**config.mk**
```make
export PLATFORM = sky130hd
export DESIGN_NAME = mem_wb_stage
export DESIGN_NICKNAME = d
export VERILOG_FILES = /design/src/rtl/mem_wb_stage_pkg.sv /design/src/rtl/pipe_skid_buf.sv /design/src/rtl/mem_wb_stage.sv
export SDC_FILE = /design/constraint.sdc
export NUM_CORES = 1
export LEC_CHECK = 0
export CAP_MARGIN = 20
export CORE_ASPECT_RATIO = 0.5
export CORE_MARGIN = 2
export CORE_UTILIZATION = 46
export CTS_BUF_LIST = sky130_fd_sc_hd__clkbuf_8
export DETAILED_ROUTE_END_ITERATION = 10
export PLACE_DENSITY = 0.83
export SLEW_MARGIN = 20
export SYNTH_ARGS = -nofsm -noshare
export SYNTH_HDL_FRONTEND = slang
export SYNTH_SLANG_ARGS = --single-unit
```
**constraint.sdc**
```tcl
create_clock -name clk -period 1.8 [get_ports clk]
set_clock_uncertainty 0.2 [all_clocks]
set_input_delay 0.27 -clock clk [delete_from_list [all_inputs] [get_ports clk]]
set_output_delay 0.27 -clock clk [all_outputs]
set_load 0.03 [all_outputs]
```
**src/rtl/mem_wb_stage_pkg.sv**
```systemverilog
// Shared widths, control-bit indices and occupancy encodings for the MEM->WB stage.
package mem_wb_stage_pkg;

  localparam int DEF_DATA_W  = 32;
  localparam int DEF_REG_AW  = 5;
  localparam int DEF_MCTRL_W = 8;
  localparam int DEF_WCTRL_W = 3;

  // Bit of the W control bundle that enables the register-file write.
  localparam int REG_WRITE_BIT = 0;

  typedef enum logic [1:0] {
    EMPTY = 2'd0,
    FULL1 = 2'd1,
    FULL2 = 2'd2
  } occ_e;

endpackage

```
**src/rtl/pipe_skid_buf.sv**
```systemverilog
// Generic 2-entry valid/ready skid buffer. The main entry drives the output;
// the skid entry absorbs the one beat that arrives after the consumer stalls,
// so the upstream ready can be a flop with no path from out_ready_i.
module pipe_skid_buf
  import mem_wb_stage_pkg::*;
#(
  parameter int WIDTH = 8
) (
  input  logic             clk,
  input  logic             rst_n,
  input  logic             flush_i,
  input  logic             in_valid_i,
  output logic             in_ready_o,
  input  logic [WIDTH-1:0] in_data_i,
  output logic             out_valid_o,
  input  logic             out_ready_i,
  output logic [WIDTH-1:0] out_data_o
);

  occ_e             occ_q, occ_d;
  logic             ready_q, ready_d;
  logic [WIDTH-1:0] main_q, main_d;
  logic [WIDTH-1:0] skid_q, skid_d;
  logic             accept, emit;

  assign accept      = in_valid_i & ready_q;
  assign emit        = (occ_q != EMPTY) & out_ready_i;
  assign in_ready_o  = ready_q;
  assign out_valid_o = (occ_q != EMPTY);
  assign out_data_o  = main_q;

  // Next occupancy and entry contents; flush drops everything held or arriving.
  always_comb begin
    occ_d  = occ_q;
    main_d = main_q;
    skid_d = skid_q;
    case (occ_q)
      EMPTY: begin
        if (accept) begin
          occ_d  = FULL1;
          main_d = in_data_i;
        end
      end
      FULL1: begin
        if (accept && emit) begin
          main_d = in_data_i;
        end else if (accept) begin
          occ_d  = FULL2;
          skid_d = in_data_i;
        end else if (emit) begin
          occ_d = EMPTY;
        end
      end
      FULL2: begin
        if (emit) begin
          occ_d  = FULL1;
          main_d = skid_q;
        end
      end
      default: occ_d = EMPTY;
    endcase
    if (flush_i) begin
      occ_d  = EMPTY;
      main_d = main_q;
      skid_d = skid_q;
    end
    ready_d = (occ_d != FULL2);
  end

  // Occupancy, registered ready and entry storage; reset clears data as well.
  always_ff @(posedge clk or negedge rst_n) begin
    if (!rst_n) begin
      occ_q   <= EMPTY;
      ready_q <= 1'b1;
      main_q  <= '0;
      skid_q  <= '0;
    end else begin
      occ_q   <= occ_d;
      ready_q <= ready_d;
      main_q  <= main_d;
      skid_q  <= skid_d;
    end
  end

endmodule

```
**src/rtl/mem_wb_stage.sv**
```systemverilog
// MEM->WB pipeline stage: packs load data, ALU result, destination, sliced
// W control and overflow flag into a skid-buffered handshake. A flagged
// overflow suppresses the register write at capture time.
module mem_wb_stage
  import mem_wb_stage_pkg::*;
#(
  parameter int DATA_W      = DEF_DATA_W,
  parameter int REG_AW      = DEF_REG_AW,
  parameter int MCTRL_W     = DEF_MCTRL_W,
  parameter int WCTRL_W     = DEF_WCTRL_W,
  parameter bit KILL_ON_OVF = 1'b1
) (
  input  logic               clk,
  input  logic               rst_n,
  input  logic               flush,
  input  logic               m_valid,
  output logic               m_ready,
  input  logic [DATA_W-1:0]  mem_data_m,
  input  logic [DATA_W-1:0]  alu_out_m,
  input  logic [REG_AW-1:0]  reg_dst_m,
  input  logic [MCTRL_W-1:0] ctrl_m,
  input  logic               ovf_m,
  output logic               w_valid,
  input  logic               w_ready,
  output logic [DATA_W-1:0]  mem_data_w,
  output logic [DATA_W-1:0]  alu_out_w,
  output logic [REG_AW-1:0]  reg_dst_w,
  output logic [WCTRL_W-1:0] ctrl_w,
  output logic               ovf_w
);

  localparam int PAY_W = 2*DATA_W + REG_AW + WCTRL_W + 1;

  logic [WCTRL_W-1:0] ctrl_cap;
  logic [PAY_W-1:0]   pay_in;
  logic [PAY_W-1:0]   pay_out;
  // Upper M-stage control bits have no consumer past this stage.
  logic               unused_ctrl_hi;

  assign unused_ctrl_hi = ^ctrl_m;

  // Keep only the W-stage bits; clear reg_write when overflow kill applies.
  function automatic logic [WCTRL_W-1:0] slice_ctrl(input logic [MCTRL_W-1:0] c,
                                                     input logic ovf);
    logic [WCTRL_W-1:0] r;
    r = c[WCTRL_W-1:0];
    if (KILL_ON_OVF && ovf) r[REG_WRITE_BIT] = 1'b0;
    return r;
  endfunction

  // Capture-side control slicing and overflow kill.
  always_comb begin
    ctrl_cap = slice_ctrl(ctrl_m, ovf_m);
  end

  assign pay_in = {mem_data_m, alu_out_m, reg_dst_m, ctrl_cap, ovf_m};

  pipe_skid_buf #(
    .WIDTH(PAY_W)
  ) u_skid (
    .clk        (clk),
    .rst_n      (rst_n),
    .flush_i    (flush),
    .in_valid_i (m_valid),
    .in_ready_o (m_ready),
    .in_data_i  (pay_in),
    .out_valid_o(w_valid),
    .out_ready_i(w_ready),
    .out_data_o (pay_out)
  );

  assign {mem_data_w, alu_out_w, reg_dst_w, ctrl_w, ovf_w} = pay_out;

endmodule
```
==> impl_metrics.csv <==
group,metric,value,unit
routing,firstDrtPassIters,4,
sta,rsz0062_at_grt,"true",
status,status,"finished, violations left",
power,p_per_area,1090,nW/um^2
synthesis,synth_top_area_cell,"dfrtp_1",
routing,detail-route-antenna-nets,0,
routing,route.detailed.drc,0,
routing,wl_met1,7.06,mm
synthesis,synth_top_cells_by_area,"dfrtp_1 57%, mux2_4 13%, mux2i_1 11%",
clock_tree,htree_levels,4,
run,cap_violations,0,
synthesis,synthFlopType,"dfrtp_1",
power,finalPower,10.1,mW
floorplanning,row_count,30,
routing,postRouteWirelength,16.5,mm
power,peakVddDrop,524,uV
sta,slew_headroom,74.9,%
placement,place_congestion,0.769,
clock_tree,cts_buffers,17,
floorplanning,num_io_pins,158,
sta,final_hold_viol_count,0,
routing,route.met2.wl,8.55,mm
floorplanning,die_w,172,um
status,violations,"negative setup slack",
floorplanning,core_area,13700,um^2
sta,final.period_utilization,109,%
final_layout,final_util,67.9,%
sta,fin_crit,1960,ps
worst_setup_path,start_kind,"register",
synthesis,syn_nets,577,
synthesis,synth_common_cells,"148 x dfrtp_1, 75 x a21oi_1, 75 x nor2_1",
synthesis,syn_inst,494,
worst_setup_path,worstSetupEndpointType,"register",
floorplanning,die_h,88.0,um
synthesis,yosysWarnings,0,
placement,pre_cts_slack,-305,ps
worst_setup_path,critPathRequiredTime,1910,ps
sta,worstMarginPinSlew,376,ps
synthesis,synth-seq-cells,149,
synthesis,avgSynthCellArea,13.1,um^2
worst_setup_path,cp_max_fo,6,
routing,routed-wl-met3,577,um
synthesis,yosysMostFrequentCell,"dfrtp_1",
grt,track_usage,20.3,%
placement,io_buffers,152,
synthesis,ys_seq_area_share,57.5,%
clock_tree,cts_root_buffer,"clkbuf_8",
synthesis,synth_edf_count,0,
floorplanning,dieArea,15100,um^2
sta,drv_slew,0,
grt,antenna_found_initial,0,
clock_tree,clk_pin_slew_worst_paths,90,ps
worst_setup_path,crit_type,"register to register",
grt,grt_overflow,0,
final_layout,syn_to_final_growth,43.0,%
routing,via_count,4577,
synthesis,async_flop_share,100,%
final_layout,num_antenna_cells,0,
worst_hold_path,hp-class,"primary input to asynchronous set/reset pin",
synthesis,synth_top_area_share,57.1,%
final_layout,nNetsFinal,767,
final_layout,drive_above_1_share,23.5,%
grt,grt_pass1_wl,23.7,mm
clock_tree,cts.path.max_buffers,2,
grt,grt_max_degree,54,
worst_setup_path,arrival,2070,ps
sta,setup_viol,146,
routing,routed.top_layer,"met4",
floorplanning,initial_utilization,47.5,%
grt,grt_pass1_vias,4647,
clock_tree,clock-sinks,149,
sta,fmax,0.509,GHz
synthesis,synth_area,6480,um^2
clock_tree,tritoncts,"yes",
clock_tree,clk_latency,430,ps
power,p_leak,4.69,nW
routing,post_drt_wl_per_cell,18.6,um
routing,drt_iter0_drc,263,
placement,hpwl,9.74,mm
routing,routed_via_density,5.15,
synthesis,ys_types,24,
sta,worst_slack,-164,ps
[worst max-delay path: stages, from the launching register on]
cell       delay (ps)
dfrtp_1           430
buf_6             140
and3b_2           270
nand3_4           140
clkbuf_16         210
buf_16            150
mux2_4            300
[cell type report]
cell class / count / area (um^2)
timing repair buffer: 203 / 2340
inverter: 1 / 3.75
multi-input combinational: 312 / 2580
clock buffer: 18 / 248
tap: 192 / 240
sequential: 149 / 3730
fill: 960 / 4390
clock inverter: 14 / 125
[flip-flops by register name, indices dropped and copies added, names as in the netlist]
signal,flops
u_skid.in_ready_o,1
u_skid.skid_q,73
u_skid.occ_q,2
u_skid.out_data_o,73
[logic make-up (layout without fill, tap and decap cells)]
| group | count (synthesis) | count (layout) | share of synthesized area [%] |
|---|---|---|---|
| AO/OA/AOI/OAI | 79 | 79 | 6.18 |
| multiplexers | 144 | 144 | 27.0 |
| buffers and inverters | 33 | 236 | 3.55 |
| AND/OR/NAND/NOR | 89 | 89 | 5.77 |
| flip-flops | 149 | 149 | 57.5 |
[final timing paths]
kind,startpoint,slack (ps),end,cells after the start
max,u_skid.occ_q[1],-160,u_skid.skid_q[49],6
min,rst_n,70,u_skid.out_data_o[46],2
max reg2reg,u_skid.occ_q[1],-160,u_skid.skid_q[49],6
min reg2reg,u_skid.skid_q[19],310,u_skid.skid_q[19],1
max in group asynchronous,rst_n,700,u_skid.skid_q[63],3
min in group clk,mem_data_m[19],280,u_skid.skid_q[60],2
[where the power goes]
| part | total, mW | leakage, nW | switching, mW | internal, mW |
|---|---|---|---|---|
| Combinational | 2.97 | 2.75 | 1.50 | 1.47 |
| Sequential | 4.67 | 1.74 | 0.492 | 4.18 |
| Clock | 2.48 | 0.207 | 1.24 | 1.24 |
| Total | 10.1 | 4.69 | 3.23 | 6.90 |
[timing repair]
item / 4_1_cts / 5_1_grt
hold buffers: 1 / 0
pin swaps: 1 / 2
gates cloned: 2 / 15
setup buffers: 6 / 1
endpoints found under the hold margin: 148 / 0
endpoints found under the setup margin: 117 / 146
resized for setup: 84 / 15
[cell usage in the layout (no fill, tap or decap), types with 4 or more instances in the layout]
cell | Yosys | final
nor2_1 | 75 | 74
dlygate4sd2_1 | 0 | 73
a21oi_2 | 0 | 4
a21oi_1 | 75 | 71
mux2i_1 | 72 | 72
buf_6 | 7 | 11
clkbuf_8 | 0 | 18
buf_12 | 0 | 14
buf_4 | 3 | 8
inv_1 | 1 | 5
clkinv_2 | 0 | 5
mux2_2 | 14 | 14
buf_16 | 0 | 4
clkdlybuf4s50_1 | 0 | 76
dfrtp_1 | 148 | 148
mux2_4 | 58 | 58
clkbuf_16 | 0 | 13
[metal layers]
metal / vias up / GRT usage (%)
li1: 2110 / -
met5: - / 0
met3: 30 / 4.20
met2: 103 / 36.1
met1: 2334 / 25.0
met4: 0 / 7.33
[stage by stage]
| stage | cells | setup TNS, ps | cell area, um^2 | hold slack, ps |
|---|---|---|---|---|
| global placement | 832 | -30540 | 8440 | -58.6 |
| detailed placement | 832 | -38190 | 8440 | -54.7 |
| global route | 889 | -23900 | 9270 | 59.6 |
| finish | 889 | -14460 | 9270 | 65.7 |
| CTS | 873 | -3570 | 8870 | 36.6 |
| floorplan | 494 | -2670 | 6490 | -226 |
No activity file was read; power rests on OpenSTA's default activity.
